===== config.mk =====
export PLATFORM = sky130hd
export DESIGN_NAME = uart_tx_dev
export DESIGN_NICKNAME = d
export VERILOG_FILES = /design/src/rtl/uart_tx_dev.sv
export SDC_FILE = /design/constraint.sdc
export NUM_CORES = 1
export LEC_CHECK = 0
export CORE_MARGIN = 5
export CORE_UTILIZATION = 50
export CTS_CLUSTER_DIAMETER = 40
export DETAILED_ROUTE_END_ITERATION = 8
export PLACE_DENSITY = 0.85
export SYNTH_ARGS = -nofsm -noshare
export SYNTH_HDL_FRONTEND = slang
export SYNTH_SLANG_ARGS = --single-unit

===== constraint.sdc =====
create_clock -name CLK -period 2.8 [get_ports CLK]
set_input_delay 0.7 -clock CLK [delete_from_list [all_inputs] [get_ports CLK]]
set_output_delay 0.7 -clock CLK [all_outputs]
set_load 0.05 [all_outputs]

===== src/rtl/uart_tx_dev.sv =====
// uart_tx_dev: bus-slave UART transmitter. It has a byte FIFO and sends 8N1 frames (8E1/8O1 when UART_TX_PARITY_EN is defined) on TXD.
// It raises a level interrupt when the queue has drained.
module uart_tx_dev #(
   parameter int          FIFO_DEPTH = 4,
   parameter logic [15:0] DIV_RESET  = 16'd434
) (
   input  logic        CLK,
   input  logic        RST,
   input  logic [1:0]  Addr,
   input  logic        WE,
   input  logic [31:0] WD,
   output logic [31:0] RD,
   output logic        IRQ,
   output logic        TXD
);
   localparam int AW = $clog2(FIFO_DEPTH);
   localparam int CW = AW + 1;
   localparam logic [2:0] IDLE   = 3'd0;
   localparam logic [2:0] START  = 3'd1;
   localparam logic [2:0] DATA   = 3'd2;
   localparam logic [2:0] PARITY = 3'd3;
   localparam logic [2:0] STOP   = 3'd4;
`ifdef UART_TX_PARITY_EN
   localparam logic [2:0] AFTER_DATA = PARITY;
`else
   localparam logic [2:0] AFTER_DATA = STOP;
`endif

   logic [2:0]    state;
   logic          en, im, odd, ovf, done, par;
   logic [15:0]   div, per, nper, cnt;
   logic [7:0]    mem [FIFO_DEPTH];
   logic [AW-1:0] wp, rp;
   logic [CW-1:0] count;
   logic [7:0]    sh;
   logic [2:0]    bidx;
   logic          wr_ctrl, push, push_ok, pop, full, bit_end, done_set;
   logic          unused_wd;

   assign unused_wd = ^{WD[31:16], WD[2]};
   assign wr_ctrl   = WE && Addr == 2'd0;
   assign push      = WE && Addr == 2'd1;
   assign full      = count == CW'(FIFO_DEPTH);
   assign pop       = state == IDLE && en && count != '0;
   assign push_ok   = push && (!full || pop);
   assign nper      = div == 16'd0 ? 16'd1 : div;
   assign bit_end   = cnt == per - 16'd1;
   assign done_set  = state == STOP && bit_end && count == '0 && !push;

   assign TXD = state == START  ? 1'b0 :
                state == DATA   ? sh[0] :
                state == PARITY ? par ^ odd : 1'b1;
   assign IRQ = im & done;
   assign RD  = Addr == 2'd0 ? {25'b0, done, ovf, state != IDLE, 1'b0, odd, im, en} :
                Addr == 2'd1 ? {{(32-CW){1'b0}}, count} :
                Addr == 2'd2 ? {16'b0, div} : 32'h0;

   // control fields, sticky overflow/drain flags and the bit divisor
   always_ff @(posedge CLK or negedge RST)
      if (!RST) begin
         en   <= 1'b0;
         im   <= 1'b0;
         ovf  <= 1'b0;
         done <= 1'b0;
         div  <= DIV_RESET;
      end else begin
         if (wr_ctrl) begin
            en <= WD[0];
            im <= WD[1];
         end
         if (WE && Addr == 2'd2) div <= WD[15:0];
         ovf  <= wr_ctrl ? 1'b0 : ovf | (push && !push_ok);
         done <= (wr_ctrl || push) ? 1'b0 : done | done_set;
      end

`ifdef UART_TX_PARITY_EN
   // parity sense and the parity of the byte in flight, captured as it leaves the FIFO
   always_ff @(posedge CLK or negedge RST)
      if (!RST) begin
         odd <= 1'b0;
         par <= 1'b0;
      end else begin
         if (wr_ctrl) odd <= WD[2];
         if (pop) par <= ^mem[rp];
      end
`else
   assign odd = 1'b0;
   assign par = 1'b0;
`endif

   // FIFO storage; a push into a full FIFO lands in the slot being popped the same cycle
   always_ff @(posedge CLK)
      if (push_ok) mem[wp] <= WD[7:0];

   // FIFO pointers and occupancy
   always_ff @(posedge CLK or negedge RST)
      if (!RST) begin
         wp    <= '0;
         rp    <= '0;
         count <= '0;
      end else begin
         if (push_ok) wp <= wp + AW'(1);
         if (pop) rp <= rp + AW'(1);
         count <= count + CW'(push_ok) - CW'(pop);
      end

   // frame sequencer: the period is latched per bit so DIV writes apply from the next bit
   always_ff @(posedge CLK or negedge RST)
      if (!RST) begin
         state <= IDLE;
         cnt   <= 16'd0;
         per   <= 16'd1;
         sh    <= 8'd0;
         bidx  <= 3'd0;
      end else if (state == IDLE) begin
         if (pop) begin
            state <= START;
            sh    <= mem[rp];
            cnt   <= 16'd0;
            bidx  <= 3'd0;
            per   <= nper;
         end
      end else if (!bit_end) begin
         cnt <= cnt + 16'd1;
      end else begin
         cnt <= 16'd0;
         per <= nper;
         if (state == DATA) begin
            sh   <= sh >> 1;
            bidx <= bidx + 3'd1;
         end
         state <= state == START  ? DATA :
                  state == DATA   ? (bidx == 3'd7 ? AFTER_DATA : DATA) :
                  state == PARITY ? STOP : IDLE;
      end
endmodule


==> Word level (Yosys, flattened, before mapping) <==
Memories as Yosys holds them, arrays and structs flattened.
Index checks and enable logic that the tools add are counted.
{ "word_totals": {"mem_bits_rw": 32, "n_memories": 1, "register_bits": 73, "output_inout_bits": 34} }
{ "op_classes": {"add_sub_neg": 7, "bitwise": 3, "n_reduce_logical": 25, "n_eq_ne": 10, "muxes": 32} }
{ "memory_table": {"columns": ["memory", "depth", "width", "read_ports", "rd_ports_with_merged_regs", "write_ports", "line", "text"], "rows": [
  ["mem", 4, 8, 1, 0, 1, "32", "logic [7:0] mem [FIFO_DEPTH];"]
]} }
{ "op_table": {"columns": ["operator", "count"], "rows": [
  ["two-way mux 16 bit", 10],
  ["two-way mux 3 bit", 11],
  ["two-way mux 8 bit", 4],
  ["adder 16 x 1 -> 16 bit, second input constant", 1],
  ["== test 16 bit", 1],
  ["zero test 16 bit", 1],
  ["subtractor 16 x 1 -> 16 bit, second input constant", 1],
  ["logical AND 1 bit", 10],
  ["== test 3 bit, second input constant", 3],
  ["two-way mux 1 bit", 7],
  ["== test 3 x 2 -> 1 bit, second input constant", 2],
  ["zero test 3 bit", 2],
  ["nonzero test 3 bit", 2],
  ["adder 2 x 1 -> 2 bit, second input constant", 2],
  ["nonzero test 2 bit", 2],
  ["adder 3 x 1 -> 3 bit", 1],
  ["adder 3 x 1 -> 3 bit, second input constant", 1],
  ["== test 3 x 1 -> 1 bit, second input constant", 1],
  ["zero test 1 bit", 3],
  ["AND reduction 3 bit", 1],
  ["subtractor 3 x 1 -> 3 bit", 1],
  ["== test 2 x 1 -> 1 bit, second input constant", 1],
  ["== test 2 bit, second input constant", 1],
  ["zero test 2 bit", 1],
  ["other kinds (5)", 7]
]} }

==> Depth between registers and ports, before layout <==
{ "logic_depth": {"ltp_word": 9, "depth_mapped": 15, "depth_no_buf": 13} }

==> Worst setup path after synthesis <==
No wires, ideal clock.
{ "synth_timing": {"kind": "register to register", "start": "reg per[0]", "end": "reg per[10]", "stages_incl_launch_ff": 12, "t_arrival_ps": 2945, "path_buffers": 1, "setup_ps": 125, "period_less_slack_ps": 3070, "path_slack_ps": -270, "cell_sequence": "dfstp_2 inv_1 ha_1 or4b_4 or4b_1 a21oi_1 o31ai_1 a21oi_4 nand4b_4 o21ai_4 buf_12 mux2_4"} }
{ "synth_between": {"elab_chain_cells": 4} }
{ "synth_lines": {"columns": ["item", "line", "text"], "rows": [
  ["from (decl)", "31", "logic [15:0] div, per, nper, cnt;"],
  ["from (signal assigned)", "121", "per <= nper;"],
  ["from (signal assigned)", "127", "per <= nper;"],
  ["subtractor 16 x 1 -> 16 bit", "47", "assign bit_end = cnt == per - 16'd1;"],
  ["== test 16 bit", "47", null],
  ["nonzero test 2 bit (no source line)", null, null],
  ["AND reduction 2 bit (no source line)", null, null]
]} }
No other way between the ends.
A chain may end at the register's enable or synchronous reset.

==> Worst setup path after layout <==
{ "layout_timing": {"start": "reg per[1]", "end": "reg per[4]"} }
Same word-level chain as after synthesis.

==> out/qor.csv <==
stage;metric;value;unit
detailed_routing;1st-iter DRT viols;345;
floorplanning;I/O pin count;71;
sta;RSZ-0062 raised after global routing;true;
final_layout;fin nets;608;
clock_tree;CTS root buf;clkbuf_8;
sta;fin crit share;108;%
floorplanning;die height;115;um
power_and_ir_drop;PnR Total Power;6.08;mW
detailed_routing;final wirelength;14500;um
sta;Slew headroom;44.8;%
placed_design;DP HPWL;8830;um
grt;vias in the first global route;4229;
sta;Clock Skews;0.0106;ns
clock_tree;CTS buffer count;9;
sta;final setup fails;42;
placed_design;gpl congestion;0.870;
critical_path;reg-to-reg endpoint;per[4];
synth;syn avg cell area;11.7;um2
sta;Fin. Hold Viols;0;
synth;synthesized area;5510;um2
power_and_ir_drop;Switching Fraction;40.2;%
synth;most frequent cell after synthesis;dfrtp_1;
final_layout;Layout area overhead;27.9;%
run;max_cap viols;0;
power_and_ir_drop;Leakage;2.88;nW
sta;final hold slack;0.329;ns
sta;Max Slew Vio Count;0;
synth;FF+latch count, synth;105;
clock_tree;clock latency on the worst-skew pair;0.39;ns
floorplanning;Initial Util;50.8;%
grt;global route overflow;0;
power_and_ir_drop;Clk pwr share;15.9;%
critical_path;Setup crit start kind;flip-flop;
critical_path;reg2reg setup slack;-0.24;ns
clock_tree;Sink Count;105;
critical_path;cells on worst reg2reg path;11;
synth;Main synth FF type;dfrtp_1;
clock_tree;Max clock buf depth;2;
detailed_routing;DRC Markers;0;
sta;post-route minimum period;3.04;ns
clock_tree;H-tree levels;3;
synth;Synth top area share;30.4;%
clock_tree;CTS tree;done;
power_and_ir_drop;Psw;2.44;mW
final_layout;antenna cells;0;
grt;initial antenna violation count;0;
synth;most frequent cells after synthesis;67 x dfrtp_1, 36 x nor2_1, 32 x edfxtp_1, 30 x nand2_1, 27 x inv_1;
power_and_ir_drop;Internal;3.64;mW
run_status;outcome;complete, but fails checks;
grt;first-pass GRT wire length;21900;um
power_and_ir_drop;sequential share of power;39.8;%
floorplanning;width of the die;115;um
detailed_routing;DRT Pass-1 Iters;5;
power_and_ir_drop;combinational share of power;44.3;%
detailed_routing;via count;4167;
synth;Synth Instances;473;
critical_path;Req. time, crit path;3.08;ns
detailed_routing;drt wl/cell;20.6;um
worst_hold_path;Hold WC Path Type;in2async;
sta;highest achievable clock rate;0.329;GHz
floorplanning;die area;13200;um2
final_layout;final instance area;7050;um2
power_and_ir_drop;PwrDens;863;nW/um2
floorplanning;FP Rows;38;
grt;gr usage total;21.2;%
synth;ys async rst share;69.5;%
critical_path;reg2reg start;per[1];
critical_path;CP Capture Type;flip-flop;
floorplanning;core area;10800;um2
critical_path;CP Max Fanout;17;
placed_design;IO Port Bufs;38;
synth;Distinct cells, synth;62;
synth;sequential area share after synthesis;50.7;%
power_and_ir_drop;worst vdd ir;0.500;mV
final_layout;layout cells sized above 1;34.7;%
synth;ranking of synthesized cells by area;dfrtp_1 30%, edfxtp_1 17%, mux2_2 4.5%, mux4_2 3.3%, xnor2_1 3.2%;
critical_path;Arr. time, crit path;3.32;ns
run_status;failing checks;negative setup slack;
synth;number of synthesized flops with an enable pin;32;
detailed_routing;via/cell ratio;5.91;
detailed_routing;ANT nets after route;0;
sta;final setup margin;-0.235;ns
sta;Slew @ Worst Pin;0.819;ns
placed_design;Post-DP Area;6430;um2
synth;area leader, netlist;dfrtp_1;
synth;yosys warns;0;
clock_tree;Worst-path clk slew;0.11;ns
critical_path;Crit Path Class;reg2reg;
grt;largest net degree at the start of global routing;74;
## state kept, by name, indices dropped and copies added, names as in the netlist
name	flops
per	16
cnt	16
done	1
rp	2
mem	32
im	1
state	3
sh	8
count	3
en	1
bidx	3
div	16
ovf	1
wp	2
## per-layer routing
layer | GRT usage (%) | vias to the layer above | wire length [um]
met2 | 35.7 | 210 | 7450
li1 | - | 1837 | -
met5 | 0 | - | 0
met1 | 27.0 | 2075 | 5680
met4 | 9.39 | 0 | 486
met3 | 3.74 | 45 | 881
## power groups by stage
stage          logic, mW  clock network (mW)  registers, mW
2_1_floorplan       1.69                   0           2.21
3_3_place_gp        2.17                   0           2.35
3_5_place_dp        2.29                   0           2.39
4_1_cts             2.39               0.956           2.38
5_1_grt             2.89                1.04           2.47
6_report            2.70               0.965           2.42
## logic make-up after synthesis
logic type | after synthesis | share of synthesized area [%]
adder cells (fa/ha/maj) | 11 | 2.63
XOR/XNOR | 30 | 4.77
flip-flops | 105 | 50.7
multiplexers | 58 | 13.8
AO/OA/AOI/OAI | 65 | 8.47
buffers and inverters | 64 | 6.04
AND/OR/NAND/NOR | 139 | 13.5
other | 1 | 0.0680
## cell type report
cell class | instances | area, um2
Fill cell | 685 | 3790
Sequential cell | 105 | 2800
Multi-Input combinational cell | 319 | 2710
Timing Repair Buffer | 98 | 1060
Tap cell | 140 | 175
Clock buffer | 9 | 124
Inverter | 27 | 101
Clock inverter | 7 | 77.6
## critical path: stages (launching register included)
cell	delay (ns)
dfrtp_1	0.41
inv_2	0.08
ha_4	0.13
or4b_4	0.47
or4b_4	0.50
a21oi_2	0.15
o31ai_2	0.09
a21oi_4	0.20
nand4b_4	0.15
o21ai_4	0.20
buf_12	0.19
mux2_2	0.35
## cell usage in the layout (no fill, tap or decap), types with 12 or more instances in the layout
master	n
clkdlybuf4s50_1	19
and2_1	13
conb_1	16
buf_12	18
edfxtp_1	32
mux2_2	22
buf_6	12
nand2_1	28
nor2_1	33
mux2i_1	17
xnor2_1	19
inv_1	25
nand3_1	14
dfrtp_1	65
buf_4	44
## what timing repair did
item / in CTS / in global routing
cloned: 1 / 0
hold buffers: 0 / 0
endpoints found under the setup margin: 53 / 61
pin swaps: 2 / 21
setup buffers: 10 / 6
gates resized for setup: 29 / 52
## worst max path at each step
stage	start	to	slack [ns]	depth (start not counted)
detailed placement	per[0]	per[4]	-0.30	11
global placement	per[0]	per[2]	-0.23	11
global route	per[1]	per[1]	-0.39	12
CTS	per[1]	per[4]	-0.25	12
finish	per[1]	per[4]	-0.24	11
floorplan	per[1]	per[10]	-0.26	11
## through the flow
stage               TNS, ns  utilization [%]  cells  setup WS, ns
global placement      -5.90             59.3    674        -0.231
global route         -12.87             65.0    705        -0.386
floorplan             -4.09                -    488        -0.262
finish                -6.03             65.0    705        -0.235
detailed placement    -9.05             59.3    674        -0.300
CTS                   -8.05             62.7    701        -0.250
No activity file was read; power rests on OpenSTA's default activity.
